File: src/rtl/fb_reader_if.sv
// rtl/fb_reader_if.sv - DDR3 read command/return and pixel stream bundle for fb_reader (pix_eol under FB_READER_EOL_EN)
interface fb_reader_if #(
  parameter int FB_ADDR_WIDTH = 28
);
  logic                     ddr3_app_rdy;
  logic                     ddr3_app_en;
  logic [2:0]               ddr3_app_cmd;
  logic [FB_ADDR_WIDTH-1:0] ddr3_app_addr;
  logic                     ddr3_app_rd_data_valid;
  logic [63:0]              ddr3_app_rd_data;
  logic                     pix_valid;
  logic                     pix_ready;
  logic [63:0]              pix_data;
  logic                     pix_last;
`ifdef FB_READER_EOL_EN
  logic                     pix_eol;
`endif

  modport master (
    input  ddr3_app_rdy, ddr3_app_rd_data_valid, ddr3_app_rd_data, pix_ready,
    output ddr3_app_en, ddr3_app_cmd, ddr3_app_addr, pix_valid, pix_data, pix_last
`ifdef FB_READER_EOL_EN
    , output pix_eol
`endif
  );

  modport slave (
    output ddr3_app_rdy, ddr3_app_rd_data_valid, ddr3_app_rd_data, pix_ready,
    input  ddr3_app_en, ddr3_app_cmd, ddr3_app_addr, pix_valid, pix_data, pix_last
`ifdef FB_READER_EOL_EN
    , input pix_eol
`endif
  );
endinterface

File: src/rtl/fb_reader.sv
// rtl/fb_reader.sv - credit-throttled DDR3 frame buffer reader with pixel return FIFO; FB_READER_EOL_EN adds pix_eol
module fb_reader #(
  parameter int FIFO_DEPTH    = 16,
  parameter int SCREEN_WIDTH  = 640,
  parameter int SCREEN_HEIGHT = 480,
  parameter int FB_ADDR_WIDTH = 28
) (
  input  logic        clk,
  input  logic        rst,
  input  logic        start,
  output logic        busy,
  output logic        frame_done,
  output logic        overflow_err,
  fb_reader_if.master bus
);
  localparam int TOTAL = SCREEN_WIDTH * SCREEN_HEIGHT;
  localparam int CNT_W = $clog2(TOTAL + 1);
  localparam int PTR_W = $clog2(FIFO_DEPTH);
  localparam int OCC_W = $clog2(FIFO_DEPTH + 1);
  localparam int X_W   = $clog2(SCREEN_WIDTH + 1);
  localparam logic [CNT_W-1:0] LAST_IDX = CNT_W'(TOTAL - 1);
  localparam logic [OCC_W-1:0] DEPTH_C  = OCC_W'(FIFO_DEPTH);
  localparam logic [X_W-1:0]   X_LAST   = X_W'(SCREEN_WIDTH - 1);

  typedef enum logic [1:0] {S_IDLE, S_ISSUE, S_DRAIN} state_t;

  state_t                   state_q, state_d;
  logic [CNT_W-1:0]         issue_cnt_q, issue_cnt_d;
  logic [CNT_W-1:0]         pop_cnt_q, pop_cnt_d;
  logic [FB_ADDR_WIDTH-1:0] addr_q, addr_d;
  logic [OCC_W-1:0]         credits_q, credits_d;
  logic [OCC_W-1:0]         occ_q, occ_d;
  logic [PTR_W-1:0]         wr_ptr_q, wr_ptr_d;
  logic [PTR_W-1:0]         rd_ptr_q, rd_ptr_d;
  logic [X_W-1:0]           x_q, x_d;
  logic                     frame_done_q, frame_done_d;
  logic                     overflow_q, overflow_d;
  logic [63:0]              mem_q [FIFO_DEPTH];

  logic app_en, cmd_acc, pix_pop, last_pop, fifo_full, fifo_wr;

  // Credits reserve FIFO space per outstanding read, so app_en stays up until accepted.
  assign app_en    = (state_q == S_ISSUE) && (credits_q != '0);
  assign cmd_acc   = app_en && bus.ddr3_app_rdy;
  assign pix_pop   = (occ_q != '0) && bus.pix_ready;
  assign last_pop  = pix_pop && (pop_cnt_q == LAST_IDX);
  assign fifo_full = (occ_q == DEPTH_C);
  assign fifo_wr   = bus.ddr3_app_rd_data_valid && (state_q != S_IDLE) && !fifo_full;

  always_comb begin
    state_d      = state_q;
    issue_cnt_d  = issue_cnt_q;
    pop_cnt_d    = pop_cnt_q;
    addr_d       = addr_q;
    credits_d    = credits_q;
    occ_d        = occ_q;
    wr_ptr_d     = wr_ptr_q;
    rd_ptr_d     = rd_ptr_q;
    x_d          = x_q;
    frame_done_d = 1'b0;
    overflow_d   = overflow_q;

    if (fifo_wr) wr_ptr_d = wr_ptr_q + PTR_W'(1);
    if (pix_pop) begin
      rd_ptr_d  = rd_ptr_q + PTR_W'(1);
      pop_cnt_d = pop_cnt_q + CNT_W'(1);
      x_d       = (x_q == X_LAST) ? '0 : x_q + X_W'(1);
    end
    if (fifo_wr && !pix_pop)      occ_d = occ_q + OCC_W'(1);
    else if (!fifo_wr && pix_pop) occ_d = occ_q - OCC_W'(1);

    case (state_q)
      S_IDLE: begin
        if (start) begin
          state_d     = S_ISSUE;
          issue_cnt_d = '0;
          pop_cnt_d   = '0;
          addr_d      = '0;
          credits_d   = DEPTH_C;
          occ_d       = '0;
          wr_ptr_d    = '0;
          rd_ptr_d    = '0;
          x_d         = '0;
        end
      end
      S_ISSUE, S_DRAIN: begin
        if (cmd_acc) begin
          issue_cnt_d = issue_cnt_q + CNT_W'(1);
          addr_d      = addr_q + FB_ADDR_WIDTH'(8);
          if (issue_cnt_q == LAST_IDX) state_d = S_DRAIN;
        end
        if (cmd_acc && !pix_pop) credits_d = credits_q - OCC_W'(1);
        else if (!cmd_acc && pix_pop && credits_q != DEPTH_C) credits_d = credits_q + OCC_W'(1);
        if (bus.ddr3_app_rd_data_valid && fifo_full) overflow_d = 1'b1;
        if (last_pop) begin
          state_d      = S_IDLE;
          frame_done_d = 1'b1;
        end
      end
      default: state_d = S_IDLE;
    endcase
  end

  always_ff @(posedge clk) begin
    if (rst) begin
      state_q      <= S_IDLE;
      issue_cnt_q  <= '0;
      pop_cnt_q    <= '0;
      addr_q       <= '0;
      credits_q    <= DEPTH_C;
      occ_q        <= '0;
      wr_ptr_q     <= '0;
      rd_ptr_q     <= '0;
      x_q          <= '0;
      frame_done_q <= 1'b0;
      overflow_q   <= 1'b0;
    end else begin
      state_q      <= state_d;
      issue_cnt_q  <= issue_cnt_d;
      pop_cnt_q    <= pop_cnt_d;
      addr_q       <= addr_d;
      credits_q    <= credits_d;
      occ_q        <= occ_d;
      wr_ptr_q     <= wr_ptr_d;
      rd_ptr_q     <= rd_ptr_d;
      x_q          <= x_d;
      frame_done_q <= frame_done_d;
      overflow_q   <= overflow_d;
    end
  end

  always_ff @(posedge clk) begin
    if (fifo_wr) mem_q[wr_ptr_q] <= bus.ddr3_app_rd_data;
  end

  assign busy              = (state_q != S_IDLE);
  assign frame_done        = frame_done_q;
  assign overflow_err      = overflow_q;
  assign bus.ddr3_app_en   = app_en;
  assign bus.ddr3_app_cmd  = 3'b001;
  assign bus.ddr3_app_addr = addr_q;
  assign bus.pix_valid     = (occ_q != '0);
  assign bus.pix_data      = mem_q[rd_ptr_q];
  assign bus.pix_last      = (occ_q != '0) && (pop_cnt_q == LAST_IDX);
`ifdef FB_READER_EOL_EN
  assign bus.pix_eol       = (occ_q != '0) && (x_q == X_LAST);
`endif
endmodule

File: src/flat_wrapper.sv
// flat-port wrapper written by rule: the top's interface ports become plain ports
module fb_reader_flat 
#(
  parameter int FIFO_DEPTH    = 16,
  parameter int SCREEN_WIDTH  = 640,
  parameter int SCREEN_HEIGHT = 480,
  parameter int FB_ADDR_WIDTH = 28
)
  (clk, rst, start, busy, frame_done, overflow_err, bus_ddr3_app_rdy, bus_ddr3_app_rd_data_valid, bus_ddr3_app_rd_data, bus_pix_ready, bus_ddr3_app_en, bus_ddr3_app_cmd, bus_ddr3_app_addr, bus_pix_valid, bus_pix_data, bus_pix_last);
  fb_reader_if #(.FB_ADDR_WIDTH(FB_ADDR_WIDTH)) bus_i ();
  input  logic clk;
  input  logic rst;
  input  logic start;
  output logic busy;
  output logic frame_done;
  output logic overflow_err;
  input wire logic [$bits(bus_i.ddr3_app_rdy)-1:0] bus_ddr3_app_rdy;
  input wire logic [$bits(bus_i.ddr3_app_rd_data_valid)-1:0] bus_ddr3_app_rd_data_valid;
  input wire logic [$bits(bus_i.ddr3_app_rd_data)-1:0] bus_ddr3_app_rd_data;
  input wire logic [$bits(bus_i.pix_ready)-1:0] bus_pix_ready;
  output wire logic [$bits(bus_i.ddr3_app_en)-1:0] bus_ddr3_app_en;
  output wire logic [$bits(bus_i.ddr3_app_cmd)-1:0] bus_ddr3_app_cmd;
  output wire logic [$bits(bus_i.ddr3_app_addr)-1:0] bus_ddr3_app_addr;
  output wire logic [$bits(bus_i.pix_valid)-1:0] bus_pix_valid;
  output wire logic [$bits(bus_i.pix_data)-1:0] bus_pix_data;
  output wire logic [$bits(bus_i.pix_last)-1:0] bus_pix_last;
  assign bus_i.ddr3_app_rdy = bus_ddr3_app_rdy;
  assign bus_i.ddr3_app_rd_data_valid = bus_ddr3_app_rd_data_valid;
  assign bus_i.ddr3_app_rd_data = bus_ddr3_app_rd_data;
  assign bus_i.pix_ready = bus_pix_ready;
  assign bus_ddr3_app_en = bus_i.ddr3_app_en;
  assign bus_ddr3_app_cmd = bus_i.ddr3_app_cmd;
  assign bus_ddr3_app_addr = bus_i.ddr3_app_addr;
  assign bus_pix_valid = bus_i.pix_valid;
  assign bus_pix_data = bus_i.pix_data;
  assign bus_pix_last = bus_i.pix_last;
  fb_reader #(.FIFO_DEPTH(FIFO_DEPTH), .SCREEN_WIDTH(SCREEN_WIDTH), .SCREEN_HEIGHT(SCREEN_HEIGHT), .FB_ADDR_WIDTH(FB_ADDR_WIDTH)) u_core (.clk(clk), .rst(rst), .start(start), .busy(busy), .frame_done(frame_done), .overflow_err(overflow_err), .bus(bus_i));
endmodule
File: config.mk
export PLATFORM = sky130hd
export DESIGN_NAME = fb_reader_flat
export DESIGN_NICKNAME = d
export VERILOG_FILES = /design/src/rtl/fb_reader_if.sv /design/src/rtl/fb_reader.sv /design/src/flat_wrapper.sv
export SDC_FILE = /design/constraint.sdc
export NUM_CORES = 1
export LEC_CHECK = 0
export CAP_MARGIN = 20
export CORE_MARGIN = 2
export CORE_UTILIZATION = 60
export DETAILED_ROUTE_END_ITERATION = 12
export GPL_TIMING_DRIVEN = 0
export HOLD_SLACK_MARGIN = 0.02
export PLACE_DENSITY = 0.78
export SLEW_MARGIN = 20
export SYNTH_ARGS = -nofsm -noshare
export SYNTH_HDL_FRONTEND = slang
export SYNTH_SLANG_ARGS = --single-unit
File: constraint.sdc
create_clock -name clk -period 4.9 [get_ports clk]
set_input_delay 0.98 -clock clk [delete_from_list [all_inputs] [get_ports clk]]
set_output_delay 0.98 -clock clk [all_outputs]
set_load 0.05 [all_outputs]
# After elaboration in Yosys (flattened, before gate mapping)
# Memories as Yosys holds them, arrays and structs flattened. A register that Yosys moved wholly into a read port is not among the register bits.
# Cells that the tools add are included.
# totals
register_bits,88
ram_bits,1024
inputBits,70
output_inout_bits,101
word_cells,92
mem_count,1
# memory_table
name,depth,width,rd,rd_ports_with_merged_regs,wr,line_no,text
u_core.mem_q,16,64,1,1,1,fb_reader.sv:38,logic [63:0] mem_q [FIFO_DEPTH];
# op_classes
addsub,9
eq_ne,11
mux,32
bitwise_logic,1
n_reduce_logical,28
# ops
op,n
$mux W19,5
$mux W28,2
$pmux W28 S2,1
$add A19 B1 Y19 const B,2
$eq A19 B19 Y1 const B,2
$pmux W19 S2,1
$mux W5,7
$add A28 B4 Y28 const B,1
$mux W4,7
$logic_and A1 B1 Y1,13
$add A5 B1 Y5 const B,2
$pmux W5 S2,1
$reduce_bool A5 Y1,2
$sub A5 B1 Y5 const B,2
$ne A3 B1 Y1 const B,3
$reduce_and A3 Y1,3
$add A4 B1 Y4 const B,2
$mux W2,4
$eq A5 B5 Y1 const B,1
$ne A5 B5 Y1 const B,1
$logic_not A1 Y1,4
$pmux W2 S2,1
$reduce_bool A2 Y1,2
$reduce_or A2 Y1,2
8 further kinds,10

# Depth between registers and ports, before layout
# depth
word_depth,9
ltp_mapped,12
mapped_depth_nobuf,11

# Worst setup path after synthesis
# No wires, ideal clock.
# synth_path
path_type,input to register
startpoint,input bus_ddr3_app_rd_data_valid
endpoint,"memory u_core.mem_q[4][0], enable pin"
setup_time_ns,0.429
t_arrival_ns,3.252
slack_ns,1.219
stages,6
n_path_buf,1
path_cell_list,nand2b_1 > nor2_1 > clkbuf_1 > nand2_1 > nor2_1 > and2_1
# synth_via
elab_chain_cells,4
# synth_lines
item,line_no,text
from (decl),flat_wrapper.sv:18,input wire logic [$bits(bus_i.ddr3_app_rd_data_valid)-1:0] bus_ddr3_app_rd_data_valid;
$logic_and A1 B1 Y1 (2 in a row),fb_reader.sv:48,assign fifo_wr = bus.ddr3_app_rd_data_valid && (state_q != S_IDLE) && !fifo_full;
$mux W1,fb_reader.sv:133,if (fifo_wr) mem_q[wr_ptr_q] <= bus.ddr3_app_rd_data;
$mux W1 (not written as such),fb_reader.sv:133,
to (decl),fb_reader.sv:38,
# No other way between the ends.

==> impl_metrics.toml <==
[status]
status = "complete, no violations"

[route]
avgRoutedWirePerCell_um = 31.01
drt-total-wl_um = 102300
drt_iter0_markers = 2691
drc = 0
vias = 21760
dr.pass1.iters = 5
antenna_left = 0
avgViaCountPerCell = 6.593

[synthesis]
synth-seq-area-share_pct = 75.64
synthCells = 1968
yosysWarnings = 0
async_reset_ff_share_pct = 0
netlist_area_um2 = 42900
ys_types = 64
synth_area_per_cell_um2 = 21.80
synth-edff-count = 1024
synth_seq_cells = 1109
synth_top_flop_cell = "edfxtp_1"

[clock_network]
path_clk_slew_ns = 0.07
cts_max_level = 3
cts_root_buf = "clkbuf_16"
cts_num_sinks = 1109
cts_hold_buf = 0
cts_buffers = 107
clockBufferDepth = 3
cts_tree = "built"
clk_latency_ns = 0.66

[timing]
finalMaxSlewViolations = 0
slew-limit-headroom_pct = 33.86
fmax_mhz = 207.1
tns_ns = 0
setup_viol = 0
min_period_ns = 4.829
tightest_slew_ns = 0.9922
fin_crit_sh_pct = 98.55
hold_violations = 0
whs_ns = 0.5010
fin_skew_ns = 0.02306

[global_routing]
grt_max_degree = 38
grt_overflow = 0
grt_pass1_vias = 22770
grt_pass1_wl_um = 150000
gr-usage-all-layers_pct = 28.23
antenna_found_initial = 13

[pwr]
power_leakage_uw = 0.01525
ir_worst_vdd_mv = 0.3464
finalPower_uw = 20850
p_per_area_nw_per_um2 = 420.1

[min_path]
hold_path.class = "flop to flop"

[floorplanning]
coreArea_um2 = 71120
ios = 171
std_cell_rows = 98
die_w_um = 271.4
start_util_pct = 60.33
die_area_um2 = 73660
die_h_um = 271.4

[cells_and_area]
final_common_cell = "edfxtp_1"
fin_nets = 2347
drive_above_1_share_pct = 24.87
final_core_util_pct = 69.78
final_cells = 3300
mostFrequentLayoutCells = "edfxtp_1 (1024), mux4_2 (320), clkdlybuf4s50_1 (132)"
area_delta_synth_final_pct = 15.67

[critical_path]
cp.required_ns = 3.92
criticalPathCategory = "flop to output pin"
worstSetupEndpointType = "output pin"
worst_ep_arrival_time_ns = 3.85
crit_fanout = 10
startpoint_type = "flop"

[placed_design]
port-buffer-count = 164
place_congestion = 0.8242
place_inst = 3102
place_hpwl_um = 56520

[job]
maxCapViolCount = 0
-- critical path, cell delays in order, from the launching register on --
cell and delay, ns:
dfxtp_1 0.34, clkbuf_2 0.28, clkbuf_2 0.38, buf_4 0.36, mux4_2 0.56, mux4_2 0.51, clkdlybuf4s50_1 0.73
-- synthesized netlist by cell type (14+ instances only) --
cell type	instances	share of area (%)
mux4_2	320	17
xnor2_1	23	0.47
nand4_1	14	0.20
dfxtp_1	85	4.0
edfxtp_1	1024	72
o21ai_0	16	0.19
or3_1	17	0.25
and2_1	16	0.23
ha_1	16	0.47
inv_1	26	0.23
buf_2	26	0.30
o31ai_1	19	0.33
nand2_1	30	0.26
nor2_1	56	0.49
or4_1	20	0.35
a21oi_1	43	0.50
nand3_1	23	0.27
xor2_1	14	0.29
clkbuf_1	62	0.54
-- worst paths after layout --
path | start | end | slack (ns) | depth (start not counted)
worst max-delay path | u_core.rd_ptr_q[0] | bus_pix_data[48] | 0.07 | 6
worst min-delay path | u_core.issue_cnt_q[1] | u_core.issue_cnt_q[1] | 0.50 | 2
worst max register to register | u_core.occ_q[0] | u_core.mem_q[5][18] | 1.55 | 10
worst min register to register | u_core.issue_cnt_q[1] | u_core.issue_cnt_q[1] | 0.50 | 2
-- what timing repair did --
item	in CTS	in global routing
endpoints found under the hold margin	0	0
cloned	0	0
setup buffers	0	0
setup endpoints to repair	64	20
gates resized for setup	69	20
-- metal layers --
| layer | track usage (%) | wire length (µm) | up-vias |
|---|---|---|---|
| li1 | - | - | 8867 |
| met1 | 37.12 | 37120 | 11470 |
| met2 | 48.29 | 53890 | 1216 |
| met3 | 5.316 | 8397 | 195 |
| met4 | 9.225 | 2880 | 10 |
| met5 | 0 | 58 | - |
-- final cells by class --
cell class / count / area [µm²]
Buffer: 106 / 595.6
Inverter: 26 / 97.59
Tap cell: 950 / 1189
Fill cell: 4156 / 21490
Antenna cell: 6 / 15.01
Clock buffer: 134 / 2831
Timing Repair Buffer: 180 / 2117
Clock inverter: 58 / 397.9
Multi-Input combinational cell: 731 / 9932
Sequential cell: 1109 / 32450
-- registers in the layout (all words and copies together), names as in the netlist --
| register | cells |
|---|---|
| u_core.mem_q | 1024 |
| u_core.overflow_err | 1 |
| u_core.pop_cnt_q | 19 |
| u_core.credits_q | 5 |
| u_core.state_q | 2 |
| u_core.wr_ptr_q | 4 |
| u_core.occ_q | 5 |
| u_core.frame_done | 1 |
| u_core.issue_cnt_q | 19 |
| u_core.bus.ddr3_app_addr | 25 |
| u_core.rd_ptr_q | 4 |
-- per-stage QoR --
stage / area [µm²] / setup slack [ns]
global route: 49630 / -0.01111
floorplan: 42920 / 1.219
detailed placement: 46230 / -0.04988
global placement: 45750 / -1.292
finish: 49630 / 0.07096
CTS: 49560 / 0.0005995
-- cell families after synthesis --
logic type / count (synthesis) / synth area share, %
DFF: 1109 / 75.63
AOI/OAI and AO/OA: 117 / 1.840
other: 2 / 0.01750
xor gates and xnor gates: 37 / 0.7553
adders and majority gates: 16 / 0.4666
muxes: 327 / 17.00
and+or+nand+nor: 228 / 2.942
buffers and inverters: 132 / 1.344
-- report_power, final --
part	leakage [µW]	internal [µW]	switching [µW]
logic	0.00377	1180	1520
clock network	0.00159	4330	3380
registers	0.00990	10400	40.3
total	0.0153	15900	4950
(Power assumes the default switching activity.)
